`src/rtl/riscv_pkg.sv`:
```
// Shared core definitions: load/store funct3 encodings,
// memory-stage FSM states and data-bus byte-enable width.
package riscv_pkg;

    localparam logic [2:0] F3_B  = 3'b000;
    localparam logic [2:0] F3_H  = 3'b001;
    localparam logic [2:0] F3_W  = 3'b010;
    localparam logic [2:0] F3_BU = 3'b100;
    localparam logic [2:0] F3_HU = 3'b101;

    localparam int BE_W = 4;

    typedef enum logic [1:0] {
        IDLE,
        REQ,
        WAIT
    } memState_t;

    // True when the address is not aligned to the access size.
    function automatic logic isMisaligned(
        input logic [2:0] f3,
        input logic [1:0] lo
    );
        logic r;
        r = 1'b0;
        case (f3)
            F3_H, F3_HU: r = lo[0];
            F3_W:        r = |lo;
            default:     r = 1'b0;
        endcase
        return r;
    endfunction

endpackage

```
`src/rtl/load_store_align.sv`:
```
// Store lane steering (byte enables, replicated data) and
// load byte/half extraction with sign or zero extension.
module load_store_align
    import riscv_pkg::*;
(
    input  logic [2:0]      funct3,
    input  logic [1:0]      addrLo,
    input  logic [31:0]     wdataIn,
    input  logic [31:0]     rdataIn,
    output logic [BE_W-1:0] be,
    output logic [31:0]     wdata,
    output logic [31:0]     rdataExt
);

    logic [7:0]  byteSel;
    logic [15:0] halfSel;

    // Pick the addressed byte and half out of the read word.
    always_comb begin
        byteSel = rdataIn[7:0];
        unique case (addrLo)
            2'd0: byteSel = rdataIn[7:0];
            2'd1: byteSel = rdataIn[15:8];
            2'd2: byteSel = rdataIn[23:16];
            2'd3: byteSel = rdataIn[31:24];
        endcase
        halfSel = addrLo[1] ? rdataIn[31:16] : rdataIn[15:0];
    end

    // Size-dependent lanes; funct3[2] selects zero extension.
    always_comb begin
        be       = 4'b1111;
        wdata    = wdataIn;
        rdataExt = rdataIn;
        unique case (funct3[1:0])
            2'b00: begin
                be       = 4'b0001 << addrLo;
                wdata    = {4{wdataIn[7:0]}};
                rdataExt = funct3[2] ? {24'b0, byteSel}
                                     : {{24{byteSel[7]}}, byteSel};
            end
            2'b01: begin
                be       = addrLo[1] ? 4'b1100 : 4'b0011;
                wdata    = {2{wdataIn[15:0]}};
                rdataExt = funct3[2] ? {16'b0, halfSel}
                                     : {{16{halfSel[15]}}, halfSel};
            end
            default: begin
                be       = 4'b1111;
                wdata    = wdataIn;
                rdataExt = rdataIn;
            end
        endcase
    end

endmodule

```
`src/rtl/mem_access_unit.sv`:
```
// Memory stage: data-bus load/store sequencing, pipeline stall and
// MEM/WB register. Optional macro MISALIGN_TRAP_EN enables traps.
module mem_access_unit
    import riscv_pkg::*;
#(
    parameter int ADDR_W = 32
) (
    input  logic              clk,
    input  logic              rst_n,
    input  logic              MemRead_mem,
    input  logic              MemWrite_mem,
    input  logic              MemtoReg_mem,
    input  logic              RegWrite_mem,
    input  logic [31:0]       ALUResult_mem,
    input  logic [31:0]       MemWriteData_mem,
    input  logic [2:0]        funct3_mem,
    input  logic [4:0]        rdAddr_mem,
    output logic              stall_mem,
    output logic              dbus_req,
    output logic              dbus_we,
    output logic [ADDR_W-1:0] dbus_addr,
    output logic [31:0]       dbus_wdata,
    output logic [BE_W-1:0]   dbus_be,
    input  logic              dbus_gnt,
    input  logic              dbus_rvalid,
    input  logic [31:0]       dbus_rdata,
    output logic              MemtoReg_wb,
    output logic              RegWrite_wb,
    output logic [31:0]       ReadData_wb,
    output logic [31:0]       ALUResult_wb,
    output logic [4:0]        rdAddr_wb,
    output logic              misalign_exc
);

    memState_t   state;
    memState_t   nextState;
    logic        misalign;
    logic        access;
    logic        writeDone;
    logic        readDone;
    logic [31:0] rdataExt;

`ifdef MISALIGN_TRAP_EN
    assign misalign = (MemRead_mem | MemWrite_mem)
                    & isMisaligned(funct3_mem, ALUResult_mem[1:0]);
`else
    assign misalign = 1'b0;
`endif

    // Misaligned accesses never reach the bus.
    assign access = (MemRead_mem | MemWrite_mem) & ~misalign;

    assign dbus_we   = MemWrite_mem;
    assign dbus_addr = {ALUResult_mem[ADDR_W-1:2], 2'b00};

    load_store_align uAlign (
        .funct3   (funct3_mem),
        .addrLo   (ALUResult_mem[1:0]),
        .wdataIn  (MemWriteData_mem),
        .rdataIn  (dbus_rdata),
        .be       (dbus_be),
        .wdata    (dbus_wdata),
        .rdataExt (rdataExt)
    );

    // Bus state register.
    always_ff @(posedge clk or negedge rst_n) begin
        if (!rst_n) state <= IDLE;
        else        state <= nextState;
    end

    // Next state, request and completion/stall decode.
    always_comb begin
        nextState = state;
        dbus_req  = 1'b0;
        writeDone = 1'b0;
        readDone  = 1'b0;
        unique case (state)
            IDLE: begin
                dbus_req = access;
                if (access && !dbus_gnt)
                    nextState = REQ;
                else if (access && MemRead_mem)
                    nextState = WAIT;
            end
            REQ: begin
                dbus_req = 1'b1;
                if (dbus_gnt)
                    nextState = MemRead_mem ? WAIT : IDLE;
            end
            WAIT: begin
                readDone = dbus_rvalid;
                if (dbus_rvalid)
                    nextState = IDLE;
            end
            default: nextState = IDLE;
        endcase
        writeDone = dbus_req & dbus_gnt & MemWrite_mem;
        stall_mem = access & ~(writeDone | readDone);
    end

    // MEM/WB register: bubble while stalled, capture otherwise.
    always_ff @(posedge clk or negedge rst_n) begin
        if (!rst_n) begin
            MemtoReg_wb  <= 1'b0;
            RegWrite_wb  <= 1'b0;
            ReadData_wb  <= '0;
            ALUResult_wb <= '0;
            rdAddr_wb    <= '0;
        end else if (stall_mem) begin
            MemtoReg_wb <= 1'b0;
            RegWrite_wb <= 1'b0;
        end else begin
            MemtoReg_wb  <= MemtoReg_mem;
            RegWrite_wb  <= RegWrite_mem & ~misalign;
            ALUResult_wb <= ALUResult_mem;
            rdAddr_wb    <= rdAddr_mem;
            if (readDone)
                ReadData_wb <= rdataExt;
        end
    end

`ifdef MISALIGN_TRAP_EN
    // Trap pulse travels with the MEM/WB capture.
    always_ff @(posedge clk or negedge rst_n) begin
        if (!rst_n) misalign_exc <= 1'b0;
        else        misalign_exc <= misalign & ~stall_mem;
    end
`else
    assign misalign_exc = 1'b0;
`endif

endmodule

```
`config.mk`:
```
export PLATFORM = sky130hd
export DESIGN_NAME = mem_access_unit
export DESIGN_NICKNAME = d
export VERILOG_FILES = /design/src/rtl/riscv_pkg.sv /design/src/rtl/load_store_align.sv /design/src/rtl/mem_access_unit.sv
export SDC_FILE = /design/constraint.sdc
export NUM_CORES = 1
export LEC_CHECK = 0
export ABC_CLOCK_PERIOD_IN_PS = 4500
export BUFFER_PORTS_ARGS = -buffer_cell sky130_fd_sc_hd__buf_2
export CORE_MARGIN = 3
export CORE_UTILIZATION = 30
export CTS_BUF_LIST = sky130_fd_sc_hd__clkbuf_8
export DETAILED_ROUTE_END_ITERATION = 10
export PLACE_DENSITY = 0.69
export SLEW_MARGIN = 20
export SYNTH_ARGS = -nofsm -noshare
export SYNTH_HDL_FRONTEND = slang
export SYNTH_SLANG_ARGS = --single-unit
```
`constraint.sdc`:
```
create_clock -name clk -period 4.5 [get_ports clk]
set_input_delay 0.225 -clock clk [delete_from_list [all_inputs] [get_ports clk]]
set_output_delay 0.225 -clock clk [all_outputs]
set_load 0.01 [all_outputs]
```
==> results of run 1 <==
-- layer usage --
layer	track usage, %	share of wire [%]
met5	0	0
met3	5.081	9.8
met4	4.924	1.0
met1	17.62	36
met2	31.12	53
-- how the worst max path moves through the flow --
stage,startpoint,to,slack [ns],depth (start not counted)
6_report,state[1]$_DFFE_PN0P_,stall_mem,2.12,5
3_5_place_dp,funct3_mem[1],ReadData_wb[20]$_DFFE_PN0P_,2.14,5
5_1_grt,state[1]$_DFFE_PN0P_,stall_mem,1.97,5
3_3_place_gp,funct3_mem[1],ReadData_wb[30]$_DFFE_PN0P_,2.26,5
2_1_floorplan,state[1]$_DFFE_PN0P_,ALUResult_wb[18]$_DFFE_PN0N_,2.92,5
4_1_cts,state[1]$_DFFE_PN0P_,stall_mem,1.81,4
-- area by class of cell --
cell class | count | area share [%]
timing repair buffer | 254 | 25.13
clock buffer | 9 | 2.392
sequential | 73 | 35.27
multi-input combinational | 218 | 31.22
clock inverter | 6 | 1.643
tap | 168 | 4.059
inverter | 4 | 0.2899
-- worst reg2reg max path: stages (launching register included) --
cell and delay [ns]:
dfrtp_1 0.45, and3b_1 0.19, buf_4 0.34, o21ai_0 0.19, o22ai_2 0.74, a21oi_1 0.16
-- Yosys cell counts (all sizes together) --
cell type,count,share of area [%]
a22o,7,1.6
conb,1,0.097
o21ai,24,3.1
nand3b,2,0.39
nand2,35,3.4
o22a,7,1.6
a21o,3,0.62
and3b,1,0.23
nor2b,3,0.49
or3,1,0.16
nand2b,3,0.49
a31oi,1,0.16
buf,51,9.5
dfrtp,73,47
o31a,1,0.23
nor3,2,0.26
o22ai,11,2.1
o21bai,2,0.39
clkbuf,10,0.98
a21oi,17,3.2
a221oi,1,0.23
mux2,60,18
mux2i,11,2.9
nor2,22,2.2
or3b,1,0.23
inv,4,0.39
-- power breakdown --
group          total [uW]  leakage [uW]  switching, uW  internal, uW
clock network         555      0.000106            248           307
registers             898      0.000861           81.9           816
logic                 688       0.00165            362           326
-- layout by cell type, fill, tap and decap left out, drive strengths merged --
cell type | netlist | layout
a21o | 3 | 3
conb | 1 | 3
bufinv | 0 | 2
o31a | 1 | 1
clkinv | 0 | 2
nor3 | 2 | 2
nand2 | 35 | 35
clkinvlp | 0 | 1
o21ai | 24 | 24
or3b | 1 | 1
a22o | 7 | 7
o22ai | 11 | 11
mux2i | 11 | 11
nand2b | 3 | 3
or3 | 1 | 1
a21oi | 17 | 17
nor2b | 3 | 3
o22a | 7 | 7
clkbuf | 10 | 9
o21bai | 2 | 2
mux2 | 60 | 60
nor2 | 22 | 22
and3b | 1 | 1
a221oi | 1 | 1
a31oi | 1 | 1
dfrtp | 73 | 73
inv | 4 | 5
buf | 51 | 254
nand3b | 2 | 2
-- cells by family (layout without fill, tap and decap cells) --
logic type | count (synthesis) | count (layout) | synth area share [%]
AOI/OAI and AO/OA | 74 | 74 | 13.24
DFF | 73 | 73 | 47.48
muxes | 71 | 71 | 20.42
and+or+nand+nor | 70 | 70 | 7.870
buffers and inverters | 65 | 273 | 10.89
other | 1 | 3 | 0.09747
-- registers in the layout (all words and copies together) (netlist names) --
register	cells
ALUResult_wb	32
rdAddr_wb	5
RegWrite_wb	1
MemtoReg_wb	1
state	2
ReadData_wb	32
-- metrics by stage --
step / utilization (%) / instance area [sq um] / power, uW / std cells
detailed placement: 40.31 / 4942 / 1611 / 716
floorplan: - / 3855 / 1288 / 356
finish: 42.23 / 5179 / 2141 / 732
global route: 42.23 / 5179 / 2282 / 732
global placement: 40.31 / 4942 / 1590 / 716
CTS: 42.01 / 5151 / 2176 / 731
==> summary.txt, run 1 <==
Row count - 40
Slowest stage cell, crit path - nor2_4
Cts hold-fix bufs - 0
Crit path arrival time - 2.16 ns
# H-tree levels - 3
DRT Pass-1 Iters - 5
Cts repair resizes - 0
Clock Latency Late Sink - 0.34 ns
Syn. warnings - 0
Critical path cell sequence - and3b_1 > buf_4 > nor2_4 > buf_16 > buf_2
Die Y - 119.2 um
Reg2reg path depth - 5
Failing checks - negative hold slack
Unrepaired setup endpoints after global routing - false
Setup bufs post-CTS - 0
R2r setup slk - 2.27 ns
RR Endpoint - ReadData_wb[20]$_DFFE_PN0P_
Drt drc - 0
Layout cell share with drive strength beyond 1 - 60.82%
Grt total ovfl - 0
Clk pin slew, worst setup/hold paths - 0.08 ns
Final slew viol count - 0
CP endpoint kind - output port
HPWL after DPL - 9469 um
Diodes inserted - 0
Crit path required time - 4.28 ns
PortBufs - 251
Leakage power - 0.002614 uW
Tcrit/Tclk final - 52.90%
Pin count of the biggest net entering global routing - 74
Final worst slack - 2.120 ns
RR Startpoint - state[1]$_DFFE_PN0P_
Max Cap Viol - 0
Final WL - 12,040 um
FF/Latch Area - 1827 sq um
Post-Syn Instances - 354
Total track usage - 16.56%
Flops & latches, synth - 73
Final Critical Period - 2.380 ns
Pwr Density - 413.4 nW/um^2
Post-Syn Area - 3847 sq um
Worst vdd ir - 0.0001488 V
Final ANT Viol Nets - 0
Area grow syn2layout - 34.60%
TritonCTS clock tree - yes
Global-route wire length before repair - 18,170 um
Clk sinks - 73
First DRT Iteration DRCs - 160
Die ar. - 14,220 sq um
Vias in the first global route - 3,457
Setup_tns - 0 ns
Via density - 4.657
Pre-CTS setup slack - 2.136 ns
# setup viols final - 0
Average wire per standard cell - 16.44 um
Max incr delay on CP - 0.54 ns
CP Max Fanout - 34
Clock Path Buffers - 2
Die Width - 119.2 um
Number of I/O pins - 255
Final Hold Vio Count - 5
WS Path Type - reg -> out
Multi-input logic area - 1617 sq um
FMAX - 0.4201 GHz
Top delay family on crit path - simple AND/OR/NAND/NOR gates
Final nets - 672
Vias - 3,409
Sequential cell area fraction in the yosys report - 47.48%
Placeable core area - 12,260 sq um
Rel. slew slack - 35.39%
Actual slew at the worst max-slew pin - 0.9691 ns
Fin Clk Skew - 0.01373 ns
Initial antenna violation count - 0
RePlAce Congestion - 0.8099
CTS buffer count - 9
Avg Inst Size Synth - 10.87 sq um
CTS root buf - clkbuf_8
Synth unique cells - 33
Initial Utilization - 31.38%
CP Launch Type - flip-flop
HP Class - in -> async
WP buf/inv - 3
Min Hold Slack - -0.01580 ns
# fillers - 1,192
Status - finished with violations
Note: power is estimated with default switching activity, not from simulation.
==> run 2, diff against run 1 <==
ABC_CLOCK_PERIOD_IN_PS = 2300   (was 4500)
clock period = 2.3 ns   (was 4.5 ns; I/O delays follow)
==> run 2 against run 1 <==
Effect of this change: the flow now finishes without violations; sequential cell count unchanged; final cell count grew 2.9%; clock-buffer cell count increased by 1; critical path type is now in -> reg; largest power group unchanged.
==> summary.txt, run 2 (synthesis gave the netlist of run 1 again) <==
Leakage power - 0.002690 uW (was 0.002614 uW)
Worst vdd ir - 0.0002562 V (was 0.0001488 V)
Commonest non-fill, non-tap cell in the layout - buf_2 (unchanged)
WS Path Type - in -> reg (was reg -> out)
Clock Path Buffers - 2 (unchanged)
Die ar. - 14,220 sq um (unchanged)
Critical path cell sequence - dlygate4sd3_1 > buf_2 > and3b_1 > o21ai_0 > o22ai_2 > a21oi_1 (was and3b_1 > buf_4 > nor2_4 > buf_16 > buf_2)
FMAX - 0.5123 GHz
Initial antenna violation count - 1 (was 0)
Area grow syn2layout - 38.96% (was 34.60%)
Most used routing layer - met2 (unchanged)
# fillers - 1,184 (was 1,192)
Die Y - 119.2 um (unchanged)
HP Class - in -> reg (was in -> async)
Crit path required time - 2.47 ns (was 4.28 ns)
TritonCTS clock tree - yes (unchanged)
Final ANT Viol Nets - 0 (unchanged)
Fin Clk Skew - 0.01522 ns (was 0.01373 ns)
CP Max Fanout - 16 (was 34)
Final Hold Vio Count - 0 (was 5)
CP Launch Type - input port (was flip-flop)
CP endpoint kind - flip-flop (was output port)
Tcrit/Tclk final - 84.87%
Pin count of the biggest net entering global routing - 74 (unchanged)
Cts hold-fix bufs - 15 (was 0)
CTS buffer count - 9 (unchanged)
Top Registers - ALUResult_wb (32), ReadData_wb (32), rdAddr_wb (5) (unchanged)
Final nets - 692 (was 672)
Actual slew at the worst max-slew pin - 1.010 ns (was 0.9691 ns)
Placeable core area - 12,260 sq um (unchanged)
PortBufs - 251 (unchanged)
Pwr Density - 771.6 nW/um^2 (was 413.4 nW/um^2)
# setup viols final - 0 (unchanged)
Global-route wire length before repair - 19,000 um (was 18,170 um)
FF/Latch Area - 1827 sq um (unchanged)
Average wire per standard cell - 16.31 um (was 16.44 um)
Via density - 4.679 (was 4.657)
Clk pin slew, worst setup/hold paths - 0.07 ns (was 0.08 ns)
Most frequent cells in the layout - buf_2, dfrtp_1, mux2_2, nand2_1, o21ai_0 (unchanged)
Rel. slew slack - 32.65% (was 35.39%)
Grt met3 use - 4.701% (was 5.081%)
Final Critical Period - 1.952 ns
Status - completed (was finished with violations)
Max Cap Viol - 0 (unchanged)
Cts repair resizes - 0 (unchanged)
GR Util met2 - 31.86% (was 31.12%)
HPWL after DPL - 9716 um (was 9469 um)
Die Width - 119.2 um (unchanged)
Placed insts - 722 (was 716)
Vias - 3,523 (was 3,409)
Vias in the first global route - 3,621 (was 3,457)
Non-Filler Instances - 753 (was 732)
Clk sinks - 73 (unchanged)
Slowest stage cell, crit path - o22ai_2 (was nor2_4)
Clock Latency Late Sink - 0.34 ns (about the same)
Unrepaired setup endpoints after global routing - false (unchanged)
Met1 Resource Use GR - 18.85% (was 17.62%)
Drt drc - 0 (unchanged)
Final slew viol count - 0 (unchanged)
# H-tree levels - 3 (unchanged)
Max incr delay on CP - 0.76 ns (was 0.54 ns)
Number of I/O pins - 255 (unchanged)
Layout cell share with drive strength beyond 1 - 59.76% (was 60.82%)
Crit path arrival time - 2.12 ns (was 2.16 ns)
DRT Pass-1 Iters - 4 (was 5)
Setup bufs post-CTS - 0 (unchanged)
Total track usage - 17.13% (was 16.56%)
Top delay family on crit path - compound AO/OA/AOI/OAI gates (was simple AND/OR/NAND/NOR gates)
Row count - 40 (unchanged)
Grt total ovfl - 0 (unchanged)
CTS root buf - clkbuf_8 (unchanged)
Multi-input logic area - 1617 sq um (unchanged)
WP buf/inv - 2 (was 3)
RePlAce Congestion - 0.8305 (was 0.8099)
Final WL - 12,280 um (was 12,040 um)
Setup_tns - 0 ns (unchanged)
First DRT Iteration DRCs - 205 (was 160)
Initial Utilization - 31.38% (unchanged)
[run 2: per-stage QoR]
step	instance area, sq um	hold slack [ns]	setup WS [ns]	util [%]	power, uW
floorplan	3855	-0.1806	0.7197	-	2520
global placement	5000	0.2926	0.4438	40.78	3128
detailed placement	5000	0.3121	0.3859	40.78	3166
CTS	5344	0.0007246	0.3563	43.58	4197
global route	5346	0.007388	0.2107	43.60	4415
finish	5346	0.02223	0.3479	43.60	4125
[run 2: path summary, 6_finish.rpt]
| kind | slack, ns | from | end | cells past startpoint |
|---|---|---|---|---|
| max in group asynchronous | 1.23 | rst_n | ReadData_wb[18]$_DFFE_PN0P_ | 2 |
| worst max-delay path | 0.35 | dbus_rvalid | ReadData_wb[19]$_DFFE_PN0P_ | 6 |
| worst min register to register | 0.49 | ReadData_wb[3]$_DFFE_PN0P_ | ReadData_wb[3]$_DFFE_PN0P_ | 2 |
| min in group asynchronous | 0.42 | rst_n | ReadData_wb[24]$_DFFE_PN0P_ | 2 |
| worst min-delay path | 0.02 | ALUResult_mem[25] | ALUResult_wb[25]$_DFFE_PN0N_ | 2 |
| worst max register to register | 0.36 | state[1]$_DFFE_PN0P_ | ReadData_wb[19]$_DFFE_PN0P_ | 4 |
[run 2: routing by layer]
layer  routed length, um  vias to the layer above
li1                    -                     1646
met1                4468                     1663
met2                6448                      202
met3                1168                       12
met4                 193                        0
met5                   0                        -
[run 2: where the power goes]
| group | switching, uW | internal [uW] |
|---|---|---|
| clock | 470 | 523 |
| combinational | 718 | 656 |
| sequential | 162 | 1600 |
| total | 1350 | 2780 |
[run 2: cell type report]
class,count,share of cell area (%)
antenna,1,0.04681
clock buffer,10,2.574
clock inverter,5,1.053
inverter,4,0.2808
multi-input combinational,218,30.24
sequential,73,34.17
tap,168,3.932
timing repair buffer,274,27.71
